File: src/rtl/instruction_fetch.sv
// Instruction fetch stage: PC sequencing with stall/redirect, byte-loadable
// instruction memory with asynchronous word read, and a sticky fault state.
module instruction_fetch #(
  parameter int unsigned IMEM_BYTES = 64,
  parameter logic [63:0] RESET_PC   = 64'h0
) (
  input  logic        clk,
  input  logic        reset,
  input  logic        stall,
  input  logic        branch_taken,
  input  logic [63:0] branch_target,
  input  logic        imem_we,
  input  logic [63:0] imem_addr,
  input  logic [7:0]  imem_wdata,
  output logic [31:0] Instruction,
  output logic [63:0] PC_Out,
  output logic        fetch_valid,
  output logic        fault
);

  localparam int unsigned AW        = $clog2(IMEM_BYTES);
  localparam logic [63:0] MEM_SIZE  = 64'(IMEM_BYTES);
  localparam logic [63:0] LAST_WORD = 64'(IMEM_BYTES - 4);
  localparam logic [31:0] NOP       = 32'h0000_0013;

  typedef enum logic [1:0] {
    BOOT  = 2'd0,
    RUN   = 2'd1,
    FAULT = 2'd2
  } state_t;

  state_t          state;
  state_t          state_nxt;
  logic [63:0]     pc;
  logic [63:0]     pc_nxt;
  logic            bubble;
  logic            bubble_nxt;
  logic [7:0]      mem [IMEM_BYTES];
  logic            pc_ok;
  logic [AW-1:0]   rd_idx;
  logic [31:0]     rd_word;

  // A fetch is legal only for a word-aligned PC whose whole word lies in memory.
  assign pc_ok = (pc[1:0] == 2'b00) && (pc <= LAST_WORD);

  always_ff @(posedge clk or negedge reset) begin
    if (!reset) begin
      state  <= BOOT;
      pc     <= RESET_PC;
      bubble <= 1'b0;
    end else begin
      state  <= state_nxt;
      pc     <= pc_nxt;
      bubble <= bubble_nxt;
    end
  end

  // Redirect beats stall; a redirect always leaves a one-cycle bubble behind it.
  always_comb begin
    state_nxt  = state;
    pc_nxt     = pc;
    bubble_nxt = 1'b0;
    case (state)
      BOOT: begin
        state_nxt = RUN;
      end
      RUN: begin
        if (branch_taken) begin
          pc_nxt     = branch_target;
          bubble_nxt = 1'b1;
        end else if (stall) begin
          pc_nxt = pc;
        end else if (!pc_ok) begin
          state_nxt = FAULT;
        end else begin
          pc_nxt = pc + 64'd4;
        end
      end
      FAULT: begin
        state_nxt = FAULT;
      end
      default: begin
        state_nxt = BOOT;
      end
    endcase
  end

  // Memory is deliberately outside the reset domain so contents survive reset.
  always_ff @(posedge clk) begin
    if (imem_we && (imem_addr < MEM_SIZE)) begin
      mem[imem_addr[AW-1:0]] <= imem_wdata;
    end
  end

  always_comb begin
    rd_idx  = pc_ok ? pc[AW-1:0] : '0;
    rd_word = {mem[AW'(rd_idx + AW'(3))], mem[AW'(rd_idx + AW'(2))],
               mem[AW'(rd_idx + AW'(1))], mem[rd_idx]};
  end

  always_comb begin
    PC_Out      = pc;
    Instruction = NOP;
    fetch_valid = 1'b0;
    fault       = 1'b0;
    case (state)
      RUN: begin
        Instruction = pc_ok ? rd_word : NOP;
        fetch_valid = !bubble;
      end
      FAULT: begin
        fault = 1'b1;
      end
      default: begin
        fault = 1'b0;
      end
    endcase
  end

endmodule

File: config.mk
export PLATFORM = sky130hd
export DESIGN_NAME = instruction_fetch
export DESIGN_NICKNAME = d
export VERILOG_FILES = /design/src/rtl/instruction_fetch.sv
export SDC_FILE = /design/constraint.sdc
export NUM_CORES = 1
export LEC_CHECK = 0
export BUFFER_PORTS_ARGS = -buffer_cell sky130_fd_sc_hd__buf_2
export CAP_MARGIN = 20
export CORE_MARGIN = 4
export CORE_UTILIZATION = 60
export CTS_CLUSTER_DIAMETER = 100
export DETAILED_ROUTE_END_ITERATION = 8
export PLACE_DENSITY = 0.8
export SLEW_MARGIN = 20
export SYNTH_ARGS = -nofsm -noshare
export SYNTH_HDL_FRONTEND = slang
export SYNTH_SLANG_ARGS = --single-unit
export TNS_END_PERCENT = 5
File: constraint.sdc
create_clock -name clk -period 5.45 [get_ports clk]
set_input_delay 0.8175 -clock clk [delete_from_list [all_inputs] [get_ports clk]]
set_output_delay 0.8175 -clock clk [all_outputs]
set_load 0.01 [all_outputs]
After elaboration in Yosys (flattened, before gate mapping)

Memory sizes are Yosys's and may differ from the RTL's.
Index checks and enable logic that the tools add are counted.

Output and inout port bits: 98
Memories: 1
Register bits: 67
Memory bits (writable): 512

Memory list:

| name | words | bits a word | rd ports | clocked after memory_dff | write ports | RTL line | source |
|---|---|---|---|---|---|---|---|
| mem  | 64    | 8           | 4        | 0                        | 1           | 38       | `logic [7:0] mem [IMEM_BYTES];` |

Mux-type cells: 16
Add/subtract/negate cells: 4
Eq/ne operators: 6
Magnitude comparators: 2
Reductions and logical operators: 8

Operators by type and width:

| operator                                                         | number |
|---|---|
| 2-to-1 mux 64 bit                                                | 3 |
| adder 64 x 3 -> 64 bit (second input constant)                   | 1 |
| less-or-equal comparator 64 x 6 -> 1 bit (second input constant) | 1 |
| less-than comparator 64 x 7 -> 1 bit (second input constant)     | 1 |
| 2-to-1 mux 32 bit                                                | 2 |
| adder 6 x 2 -> 6 bit (second input constant)                     | 2 |
| adder 6 x 1 -> 6 bit (second input constant)                     | 1 |
| 2-to-1 mux 1 bit                                                 | 6 |
| 2-to-1 mux 2 bit                                                 | 3 |
| 2-to-1 mux 6 bit                                                 | 1 |
| != test 2 bit (second input constant)                            | 3 |
| one-hot mux 2 bit (3 select lines)                               | 1 |
| AND reduction 3 bit                                              | 2 |
| logical NOT 2 bit                                                | 2 |
| == test 2 x 1 -> 1 bit (second input constant)                   | 1 |
| == test 2 bit (second input constant)                            | 1 |
| logical AND 1 bit                                                | 2 |
| != test 2 x 1 -> 1 bit (second input constant)                   | 1 |
| nonzero test 2 bit                                               | 1 |
| logical NOT 1 bit                                                | 1 |

Depth between registers and ports, before layout

An unclocked memory read counts as a cell.

Depth after elaboration: 7
Gate-level depth with buffers: 17
Gate-level depth less buffers: 12

Worst setup path before layout

OpenSTA, ideal clock, no wires.

Kind: register to output
Start: register pc[56], in the netlist PC_Out[56]
End: output Instruction[22]
Data required time: 4.633 ns
Data arrival time: 3.500 ns
Slack: 1.132 ns
Cell stages (with the launch flop): 13
Cells stage by stage: dfrtp_1 -> nor4_1 -> nand4_2 -> nor4_1 -> nand2_1 -> clkbuf_1 -> inv_2 -> ha_1 -> clkbuf_1 -> clkbuf_1 -> mux4_2 -> mux2i_1 -> a211oi_1

Cells in the longest elaborated chain, start to end: 7

RTL lines:

| element                                      | RTL line | source |
|---|---|---|
| from (decl)                                  | 34       | `logic [63:0] pc;` |
| from (signal assigned)                       | 53       | `pc <= pc_nxt;` |
| less-or-equal comparator 64 x 6 -> 1 bit (*) | 44       | `assign pc_ok = (pc[1:0] == 2'b00) && (pc <= LAST_WORD);` |
| logical AND 1 bit (*)                        | 44       |  |
| 2-to-1 mux 6 bit                             | 96       | `rd_idx = pc_ok ? pc[AW-1:0] : '0;` |
| adder 6 x 2 -> 6 bit                         | 97       | `rd_word = {mem[AW'(rd_idx + AW'(3))], mem[AW'(rd_idx + AW'(2))],` |
| memory (64 x 8 bit)                          | -        |  |
| 2-to-1 mux 32 bit (*)                        | 108      | `Instruction = pc_ok ? rd_word : NOP;` |
| 2-to-1 mux 32 bit (*)                        | 106      | `case (state)` |
| to (decl)                                    | 15       | `output logic [31:0] Instruction,` |

Every way passes the cells marked *; elsewhere a longest branch is shown, timed or not.

Worst setup path after layout

Start: register pc[49], in the netlist PC_Out[49]
End: output Instruction[25]

The elaborated chain is that of the path after synthesis.

==> flow_summary_export.csv <==
group,metric,value,unit
status,status,"complete, no violations",
clocking,clock_latency,600,ps
placement,dp.cells,2596,
floorplan,die_area,46100,um2
floorplan,ios,239,
critical_path,cp-end-kind,"output pin",
global_routing,grt_pass1_vias,17814,
sta,setup_viol,0,
synthesis,synth_edf_count,512,
global_routing,grt_pass1_wl,111000,um
layout,fin_util,69.3,%
layout,layout_common_cells,"edfxtp_1, buf_2, nand2_1",
synthesis,seq_area_frac_synth,66.5,%
floorplan,core,42100,um2
synthesis,synth_ff_type,"edfxtp_1",
route,drc,0,
sta,slew_headroom,28.7,%
route,vias,18280,
clocking,cts_sinks,579,
clocking,root_buffer,"clkbuf_16",
sta,maxSlewViolCount,0,
sta,finClkSkew,13.9,ps
sta,fmaxAchievable,0.186,GHz
placement,gp_congestion,0.943,
sta,tns,0,ps
route,drt-initial-drc-count,2726,
critical_path,path_class,"reg2out",
clocking,h-tree-depth,2,
critical_path,worstPathMaxFanout,53,
sta,layout_min_cycle_time,5370,ps
route,via_per_inst,6.78,
route,routed_wirelength,74000,um
floorplan,die_w,215,um
layout,final_common_cell,"edfxtp_1",
clocking,cts_setup_buffers,0,
global_routing,grt_antenna_before_repair,6,
critical_path,required,4630,ps
layout,regArea,17100,um2
critical_path,cp.arrival,4550,ps
floorplan,die_y,215,um
sta,hold_ws,424,ps
clocking,cts.path.max_buffers,3,
placement,dp_hpwl,47500,um
pwr,peakVddDrop,0.000277,V
hold_path,worstHoldPathType,"in2reg",
flow_run,maxCapViolations,0,
clocking,cts_made_buffers,57,
sta,tightest_slew,1070,ps
synthesis,syn_area_per_cell,13.5,um2
synthesis,synth-warning-count,0,
sta,timing_hold_violations_final,0,
floorplan,initial_core_util,60.9,%
placement,port_buffers,238,
layout,area_growth,13.9,%
clocking,cts_tree,"built",
floorplan,placementRows,75,
synthesis,async_flop_share,11.6,%
pwr,p_leak,10.3,nW
layout,instances_no_fill,2698,
sta,rsz0062_at_grt,"yes",
layout,multiInputGateArea,8110,um2
pwr,power_density,375,nW/um2
critical_path,startpoint_type,"flop",
layout,fin_nets,2264,
synthesis,netlist_area,25700,um2
route,wl_per_cell,27.4,um
global_routing,grt-ovfl-total,0,
global_routing,grt_usage,31.4,%
synthesis,synth_cell_types,75,
route,ant_nets,0,
clocking,clk_pin_slew,60,ps
global_routing,grt_max_degree,78,
sta,layout_worst_path_cycle_share,98.5,%
synthesis,ys_ff_latch,579,
layout,nFillCells,2866,
route,drt_first_pass_iters,6,
layout,drive_gt1_share,22.6,%
synthesis,netlist_instances,1903,
[per-stage QoR]
step	setup slack (ps)	cell area (um2)	power [W]
finish	83.1	29200	0.0109
detailed placement	536	27400	0.00723
global placement	592	27400	0.00717
global route	-96.6	29200	0.0113
floorplan	1130	25700	0.00645
CTS	31.9	29200	0.0109
[synth_stat cells (28+ instances only)]
cell / count / area (um2)
a211oi_1: 43 / 323
a21oi_1: 62 / 310
clkbuf_1: 92 / 345
dfrtp_1: 67 / 1680
edfxtp_1: 512 / 15400
mux2_2: 37 / 417
mux2i_1: 78 / 781
mux4_2: 56 / 1260
nand2_1: 217 / 815
nand3_1: 170 / 851
nand4_1: 28 / 175
nor2_1: 152 / 571
nor4_1: 28 / 175
o21ai_0: 43 / 215
o22ai_1: 46 / 288
[flip-flops by register name (all words and copies together), names as in the netlist]
register,count
mem,512
PC_Out,64
state,2
bubble,1
[layout make-up]
class	instances	share of cell area, %
Tap cell	539	2.31
Inverter	12	0.154
Clock inverter	34	0.908
Timing Repair Buffer	284	5.45
Multi-Input combinational cell	1182	27.8
Sequential cell	579	58.4
Antenna cell	2	0.0171
Clock buffer	66	5.00
[worst paths after layout]
kind                                  startpoint         endpoint  slack, ps  depth (start not counted)
worst min-delay path            branch_target[1]        PC_Out[1]        420                          3
min in group asynchronous                  reset       PC_Out[46]        430                          2
worst min register to register        PC_Out[43]       PC_Out[43]        540                          2
worst max register to register        PC_Out[49]       PC_Out[36]       1010                          9
max in group asynchronous                  reset        PC_Out[2]       4350                          2
worst max-delay path                  PC_Out[49]  Instruction[25]         80                         10
[metal layers]
layer	routed length [um]	vias to the layer above	global-route usage, %	share of wire [%]
li1	-	7810	-	-
met1	27700	8973	43.9	37
met2	34800	1279	49.4	47
met3	8420	212	7.37	11
met4	3080	6	11.2	4.2
met5	26	-	0	0.035
[logic make-up (layout without fill, tap and decap cells)]
| group | after synthesis | after routing | synth area share, % |
|---|---|---|---|
| buffers and inverters | 144 | 396 | 2.39 |
| adders and majority gates | 7 | 7 | 0.341 |
| muxes | 176 | 176 | 10.1 |
| AOI/OAI and AO/OA | 288 | 288 | 7.47 |
| and+or+nand+nor | 702 | 702 | 13.0 |
| other | 2 | 6 | 0.0293 |
| DFF | 579 | 579 | 66.5 |
| xor gates and xnor gates | 5 | 5 | 0.244 |
[critical path, stage by stage (launching register included)]
cell and delay [ps]:
dfrtp_1 440, nor4_1 410, nand4_2 340, nor4_4 680, xor2_4 190, clkbuf_16 370, nor2_2 280, a221oi_1 490
a221oi_1 170, o221ai_1 340, buf_2 200
[what timing repair did]
item / CTS / global route
resized for setup: 4 / 7
endpoints found under the setup margin: 20 / 17
pin swaps: 2 / 4
hold buffers: 0 / 0
[power breakdown]
group | internal, W | total (W) | switching [W]
Combinational | 0.000684 | 0.00182 | 0.00113
Clock | 0.00209 | 0.00373 | 0.00164
Sequential | 0.00503 | 0.00540 | 0.000369
Total | 0.00781 | 0.0109 | 0.00314
Note: power is estimated with default switching activity, not from simulation.
